===== config.mk =====
export PLATFORM = sky130hd
export DESIGN_NAME = uart_rx_ctrl
export DESIGN_NICKNAME = d
export VERILOG_FILES = /design/src/rtl/uart_rx_ctrl.sv
export SDC_FILE = /design/constraint.sdc
export NUM_CORES = 1
export LEC_CHECK = 0
export BUFFER_PORTS_ARGS = -buffer_cell sky130_fd_sc_hd__buf_2
export CAP_MARGIN = 10
export CORE_MARGIN = 1.5
export CORE_UTILIZATION = 50
export DETAILED_ROUTE_END_ITERATION = 8
export PLACE_DENSITY = 0.78
export SYNTH_ARGS = -nofsm -noshare
export SYNTH_HDL_FRONTEND = slang
export SYNTH_SLANG_ARGS = --single-unit
export TNS_END_PERCENT = 5

===== constraint.sdc =====
create_clock -name CLK -period 2.2 [get_ports CLK]
set_input_delay 0.11 -clock CLK [delete_from_list [all_inputs] [get_ports CLK]]
set_output_delay 0.11 -clock CLK [all_outputs]
set_load 0.01 [all_outputs]

===== src/rtl/uart_rx_ctrl.sv =====
// -----------------------------------------------------------------------------
// uart_rx_ctrl
// -----------------------------------------------------------------------------
// Frame-sequencing FSM for the UART receiver. It walks a frame through
// START -> DATA -> [PARITY] -> STOP using the external edge/bit counter. It
// also owns that counter's enable. Every sampler, deserialiser and checker
// strobe is decoded combinationally from the state, edge_cnt and bit_cnt.
//
// Optional feature (compile-time macro UART_RX_ERR_CNT_EN):
//   defined   -> adds output err_cnt[7:0]. This is a saturating count of
//                frames that had a parity or stop error.
//   undefined -> no err_cnt port and no counter.
//
// Parameters
//   DATA_WIDTH   data bits per frame, LSB first (legal 5..8)
//
// Ports
//   CLK          in   oversampling clock (Prescale x baud)
//   RST          in   asynchronous, active-low reset
//   RX_IN        in   synchronised serial line, idle high
//   PAR_EN       in   parity bit present (latched at frame start)
//   Prescale     in   oversampling ratio: 8, 16 or 32
//   bit_cnt      in   bit index from the edge/bit counter (start bit = 0)
//   edge_cnt     in   edge index within the current bit
//   strt_glitch  in   start checker: sampled start bit was 1
//   par_err      in   parity checker: mismatch (valid with par_chk_en)
//   stp_err      in   stop checker: sampled stop bit was 0
//   edge_cnt_en  out  counter enable; low clears bit_cnt/edge_cnt
//   dat_samp_en  out  sampler enable around mid-bit (3-sample window)
//   deser_en     out  shift the sampled bit into the deserialiser
//   strt_chk_en  out  start-check strobe
//   par_chk_en   out  parity-check strobe
//   stp_chk_en   out  stop-check strobe
//   data_valid   out  registered 1-cycle pulse: received byte is good
//   par_err_o    out  registered parity error flag, held until next frame
//   stp_err_o    out  registered stop error flag, held until next frame
//   err_cnt      out  (UART_RX_ERR_CNT_EN only) errored-frame count
// -----------------------------------------------------------------------------
`timescale 1ns/1ps

module uart_rx_ctrl #(
    parameter int DATA_WIDTH = 8
) (
    input  logic       CLK,
    input  logic       RST,
    input  logic       RX_IN,
    input  logic       PAR_EN,
    input  logic [5:0] Prescale,
    input  logic [3:0] bit_cnt,
    input  logic [4:0] edge_cnt,
    input  logic       strt_glitch,
    input  logic       par_err,
    input  logic       stp_err,
    output logic       edge_cnt_en,
    output logic       dat_samp_en,
    output logic       deser_en,
    output logic       strt_chk_en,
    output logic       par_chk_en,
    output logic       stp_chk_en,
    output logic       data_valid,
    output logic       par_err_o,
    output logic       stp_err_o
`ifdef UART_RX_ERR_CNT_EN
    ,
    output logic [7:0] err_cnt
`endif
);

    // -------------------------------------------------------------------------
    // State encoding
    // -------------------------------------------------------------------------
    localparam logic [2:0] IDLE   = 3'd0;
    localparam logic [2:0] START  = 3'd1;
    localparam logic [2:0] DATA   = 3'd2;
    localparam logic [2:0] PARITY = 3'd3;
    localparam logic [2:0] STOP   = 3'd4;

    // bit_cnt value of the last data bit (the start bit is bit 0).
    localparam logic [3:0] LAST_DATA_BIT = 4'(DATA_WIDTH);

    logic [2:0] state;
    logic [2:0] state_nxt;
    logic       par_en_q;

    // -------------------------------------------------------------------------
    // Bit-timing decode. All comparisons are 6 bits wide. edge_cnt is
    // zero-extended so that Prescale=32 (EOB at 31) needs no truncation.
    // -------------------------------------------------------------------------
    logic [5:0] edge_ext;
    logic [5:0] half_bit;
    logic [5:0] cp_val;
    logic [5:0] eob_val;
    logic [5:0] samp_lo;
    logic [5:0] samp_hi;
    logic       at_cp;
    logic       at_eob;
    logic       in_samp_win;

    always_comb begin
        edge_ext    = {1'b0, edge_cnt};
        half_bit    = {1'b0, Prescale[5:1]};
        cp_val      = half_bit + 6'd2;
        eob_val     = Prescale - 6'd1;
        samp_lo     = half_bit - 6'd1;
        samp_hi     = half_bit + 6'd1;
        at_cp       = (edge_ext == cp_val);
        at_eob      = (edge_ext == eob_val);
        in_samp_win = (edge_ext >= samp_lo) && (edge_ext <= samp_hi);
    end

    // -------------------------------------------------------------------------
    // Next-state logic
    // -------------------------------------------------------------------------
    always_comb begin
        state_nxt = state;
        case (state)
            IDLE: begin
                // Falling edges are only looked at here; in any other state
                // RX_IN is ignored.
                if (!RX_IN) begin
                    state_nxt = START;
                end
            end
            START: begin
                if (at_cp && strt_glitch) begin
                    state_nxt = IDLE;
                end else if (at_eob) begin
                    state_nxt = DATA;
                end
            end
            DATA: begin
                if (at_eob && (bit_cnt == LAST_DATA_BIT)) begin
                    state_nxt = par_en_q ? PARITY : STOP;
                end
            end
            PARITY: begin
                if (at_eob) begin
                    state_nxt = STOP;
                end
            end
            STOP: begin
                // Leave at the checkpoint, not at the end of the bit. This
                // lets a back-to-back start bit be seen within half a bit.
                if (at_cp) begin
                    state_nxt = IDLE;
                end
            end
            default: begin
                state_nxt = IDLE;
            end
        endcase
    end

    // -------------------------------------------------------------------------
    // Strobe decode (combinational)
    // -------------------------------------------------------------------------
    always_comb begin
        edge_cnt_en = (state != IDLE);
        dat_samp_en = (state != IDLE) && in_samp_win;
        strt_chk_en = (state == START)  && at_cp;
        deser_en    = (state == DATA)   && at_cp;
        par_chk_en  = (state == PARITY) && at_cp;
        stp_chk_en  = (state == STOP)   && at_cp;
    end

    // -------------------------------------------------------------------------
    // State register and PAR_EN latch
    // -------------------------------------------------------------------------
    always_ff @(posedge CLK or negedge RST) begin
        if (!RST) begin
            state    <= IDLE;
            par_en_q <= 1'b0;
        end else begin
            state <= state_nxt;
            // Capture parity mode only at frame start. Later PAR_EN changes
            // do not affect a frame already in flight.
            if ((state == IDLE) && !RX_IN) begin
                par_en_q <= PAR_EN;
            end
        end
    end

    // -------------------------------------------------------------------------
    // Registered result flags
    // -------------------------------------------------------------------------
    always_ff @(posedge CLK or negedge RST) begin
        if (!RST) begin
            data_valid <= 1'b0;
            par_err_o  <= 1'b0;
            stp_err_o  <= 1'b0;
        end else begin
            data_valid <= 1'b0;
            if ((state == IDLE) && !RX_IN) begin
                par_err_o <= 1'b0;
                stp_err_o <= 1'b0;
            end
            if ((state == PARITY) && at_cp && par_err) begin
                par_err_o <= 1'b1;
            end
            if ((state == STOP) && at_cp) begin
                if (stp_err) begin
                    stp_err_o <= 1'b1;
                end
                // par_err_o already holds this frame's parity verdict here.
                data_valid <= !stp_err && !par_err_o;
            end
        end
    end

`ifdef UART_RX_ERR_CNT_EN
    // -------------------------------------------------------------------------
    // Errored-frame counter. It is updated once per frame at the stop
    // checkpoint, so a frame with both errors counts once. A start glitch
    // never reaches STOP, so it is not counted.
    // -------------------------------------------------------------------------
    always_ff @(posedge CLK or negedge RST) begin
        if (!RST) begin
            err_cnt <= 8'd0;
        end else if ((state == STOP) && at_cp && (par_err_o || stp_err)
                     && (err_cnt != 8'hFF)) begin
            err_cnt <= err_cnt + 8'd1;
        end
    end
`endif

endmodule


==> results.toml <==
[route]
drc = 0
avgRoutedWirePerCell_um = 13.9
postRouteWirelength_um = 2570
drt_pre_antenna_iters = 4
via_count = 1000
post_drt_via_cell_ratio = 5.41
detail-route-antenna-nets = 0
drt_iter0_drcs = 20

[power_and_ir_drop]
design_power_total_mw = 0.662
cellLeakagePower_nw = 0.633
worst_ir_drop_vdd_v = 0.000254
power_density_nw_per_um2 = 500

[job]
max_cap_violation_count = 0

[die]
die_w_um = 48.3
boundaryPins = 31
fp.coreArea_um2 = 1940
dieArea_um2 = 2340
start_util_pct = 52.9
rows = 16
die_y_um = 48.3

[sta]
grt_setup_unrepaired = "yes"
achievable-frequency_ghz = 0.472
timing.final.crit_period_ns = 2.12
slew_at_the_pin_closest_to_its_max_slew_limit_ns = 0.410
final_max_slew_viol_count = 0
fin_worst_skew_ns = 0.000719
hold_viol_final = 0
setup-violations-final = 0
layout_worst_path_cycle_share_pct = 96.4
max-slew-margin-rel_pct = 72.4

[synth]
synthesis.nets = 160
synthCells = 122
post_synthesis_register_bit_count = 7
synth_seq_area_share_pct = 17.1
yosysWarningCount = 0
yosys.cell_types.count = 39
postSynthAreaPerCell_um2 = 8.42
syn-cell-area_um2 = 1030

[worst_setup_path]
critPathBufInv = 3
critical_path_endpoint_category = "output port"
cp_cell_sequence = "buf_6 -> buf_6 -> ha_4 -> xnor2_2 -> ha_1 -> o21a_1 -> o21a_1 -> o21ai_1 -> a21oi_1 -> a2111oi_0 -> buf_2"
slowest_delay_ns = 0.34
critical-path-top-delay-family = "compound AO/OA/AOI/OAI gates"
worst-endpoint-arrival_ns = 2.01
setup.worst_path.start_class = "primary input"
crit_type = "primary input to output port"
timing.critical_path.slowest_stage_cell = "a2111oi_0"
crit_required_ns = 2.09
crit_path_max_fanout = 5

[final_layout]
drive_gt1_share_pct = 34.2
filler_cell_count = 165
area_occupied_by_multi_input_gates_um2 = 832
design.final.nets = 197
final-instance-count-excl-fill = 185
layout.area.seq_um2 = 175
layout.cells.most_common = "buf_2"
final_cell_mix = "buf_2 (28), xnor2_1 (14), ha_1 (12), nor2_1 (11), nand2_1 (8)"
flow.area_growth_from_synthesis_pct = 28.7
antenna-diode-count = 0

[clock_network]
clock_latency_ns = 0.25
clock_tree.buffer_depth = 2
cts_made_buffers = 3
clock-sinks = 7
ctsHtreeMaxLevel = 1
cts.root.buffer_cell = "clkbuf_4"
tritoncts = "done"
worst_setup_hold_path_clk_slew_ns = 0.05

[place]
place.detailed.hpwl_um = 1910
place_congestion = 0.838
portBuffers = 30
place_inst = 178

[hold_path]
hold_path_class = "primary input to flop"

[global_routing]
via_count_of_the_first_global_routing_pass = 961
grt_pass1_wl_um = 4080
grt_max_degree = 12
antenna_found_initial = 0
globalRouteTotalUtil_pct = 21.9
global_route.overflow_total = 0

[run_status]
outcome = "complete, no violations"
-- power breakdown --
part           internal, mW  switching [mW]  total, mW  leakage [nW]
clock network        0.0691          0.0463      0.115        0.0150
registers             0.159          0.0587      0.218        0.0907
logic                 0.160           0.168      0.328         0.528
-- cell families after synthesis --
group / synth area share (%)
flip-flops: 17.1
adder cells (fa/ha/maj): 19.5
XOR/XNOR: 17.1
AND/OR/NAND/NOR: 23.4
multiplexers: 1.10
AO/OA/AOI/OAI: 15.3
buffers and inverters: 6.58
-- state kept, by name, summed over array words and instances (netlist names) --
signal and flops:
par_en_q 1, state 3, data_valid 1, stp_err_o 1, par_err_o 1
-- layer usage --
| metal | global-route usage, % | vias to the layer above | share of wire [%] |
|---|---|---|---|
| met5 | 0 | - | 0 |
| met3 | 1.23 | 8 | 3.5 |
| met4 | 9.05 | 0 | 2.9 |
| met2 | 41.4 | 33 | 53 |
| li1 | - | 497 | - |
| met1 | 25.5 | 462 | 40 |
-- through the flow --
stage | hold WS [ns] | setup slack, ns | cell area, um^2 | TNS (ns) | util (%)
after floorplan | -0.186 | 0.103 | 1030 | 0 | -
after global placement | -0.0535 | 0.107 | 1210 | 0 | 62.2
after detailed placement | -0.0509 | 0.0419 | 1210 | 0 | 62.2
after CTS | 0.0236 | 0.0299 | 1240 | 0 | 64.0
after global routing | 0.0338 | -0.0241 | 1320 | -0.0241 | 68.1
final | 0.0319 | 0.0794 | 1320 | 0 | 68.1
-- synthesized netlist by cell type, drive strengths merged --
master   count  area (um^2)
a41oi        1         8.76
a21oi        3         15.0
o211ai       1         7.51
nand3        6         30.0
nor2        11         41.3
a211o        1         8.76
xnor2       15          131
nor3         2         21.3
or3          1         6.26
clkbuf       2         7.51
dfrtp        7          175
a22o         1         8.76
o22ai        1         6.26
a31oi        1         6.26
o41ai        1         8.76
o2bb2ai      1         8.76
o21ai        5         25.0
nand2        8         30.0
a21o         2         15.0
inv          9         33.8
nor3b        3         32.5
nand4        1         12.5
nand2b       1         6.26
mux2         1         11.3
nor2b        3         18.8
buf          3         26.3
a2111oi      1         8.76
ha          16          200
and2         1         6.26
xor2         5         43.8
a211oi       1         7.51
and3         3         23.8
o21a         2         15.0
and4         1         11.3
a21boi       1         7.51
-- area by class of cell --
type	count	share of cell area, %
multi-input cells	101	62.9
repair buffers	37	16.7
flip-flops and latches	7	13.2
inverters	9	2.55
well taps	27	2.55
clock buffers	4	1.99
-- worst reg2reg max path: stages (launching register included) --
cell     delay, ns
dfrtp_1       0.49
or3_1         0.46
nor2_1        0.17
mux2_2        0.35
-- final timing paths --
| check | start | end | slack [ns] | cells past startpoint |
|---|---|---|---|---|
| min in group asynchronous | RST | stp_err_o | 0.22 | 2 |
| setup reg to reg | state[0] | par_en_q | 0.62 | 3 |
| hold reg to reg | par_err_o | data_valid | 0.47 | 1 |
| hold / removal | stp_err | data_valid | 0.03 | 2 |
| setup / recovery | Prescale[2] | dat_samp_en | 0.08 | 11 |
| max in group asynchronous | RST | state[0] | 1.83 | 2 |
-- what timing repair did --
item / in CTS / in global routing
endpoints found under the hold margin: 7 / 0
gates resized for setup: 0 / 15
setup buffers: 0 / 2
setup endpoints to repair: 0 / 1
hold buffers: 1 / 0
Note: power is estimated with default switching activity, not from simulation.
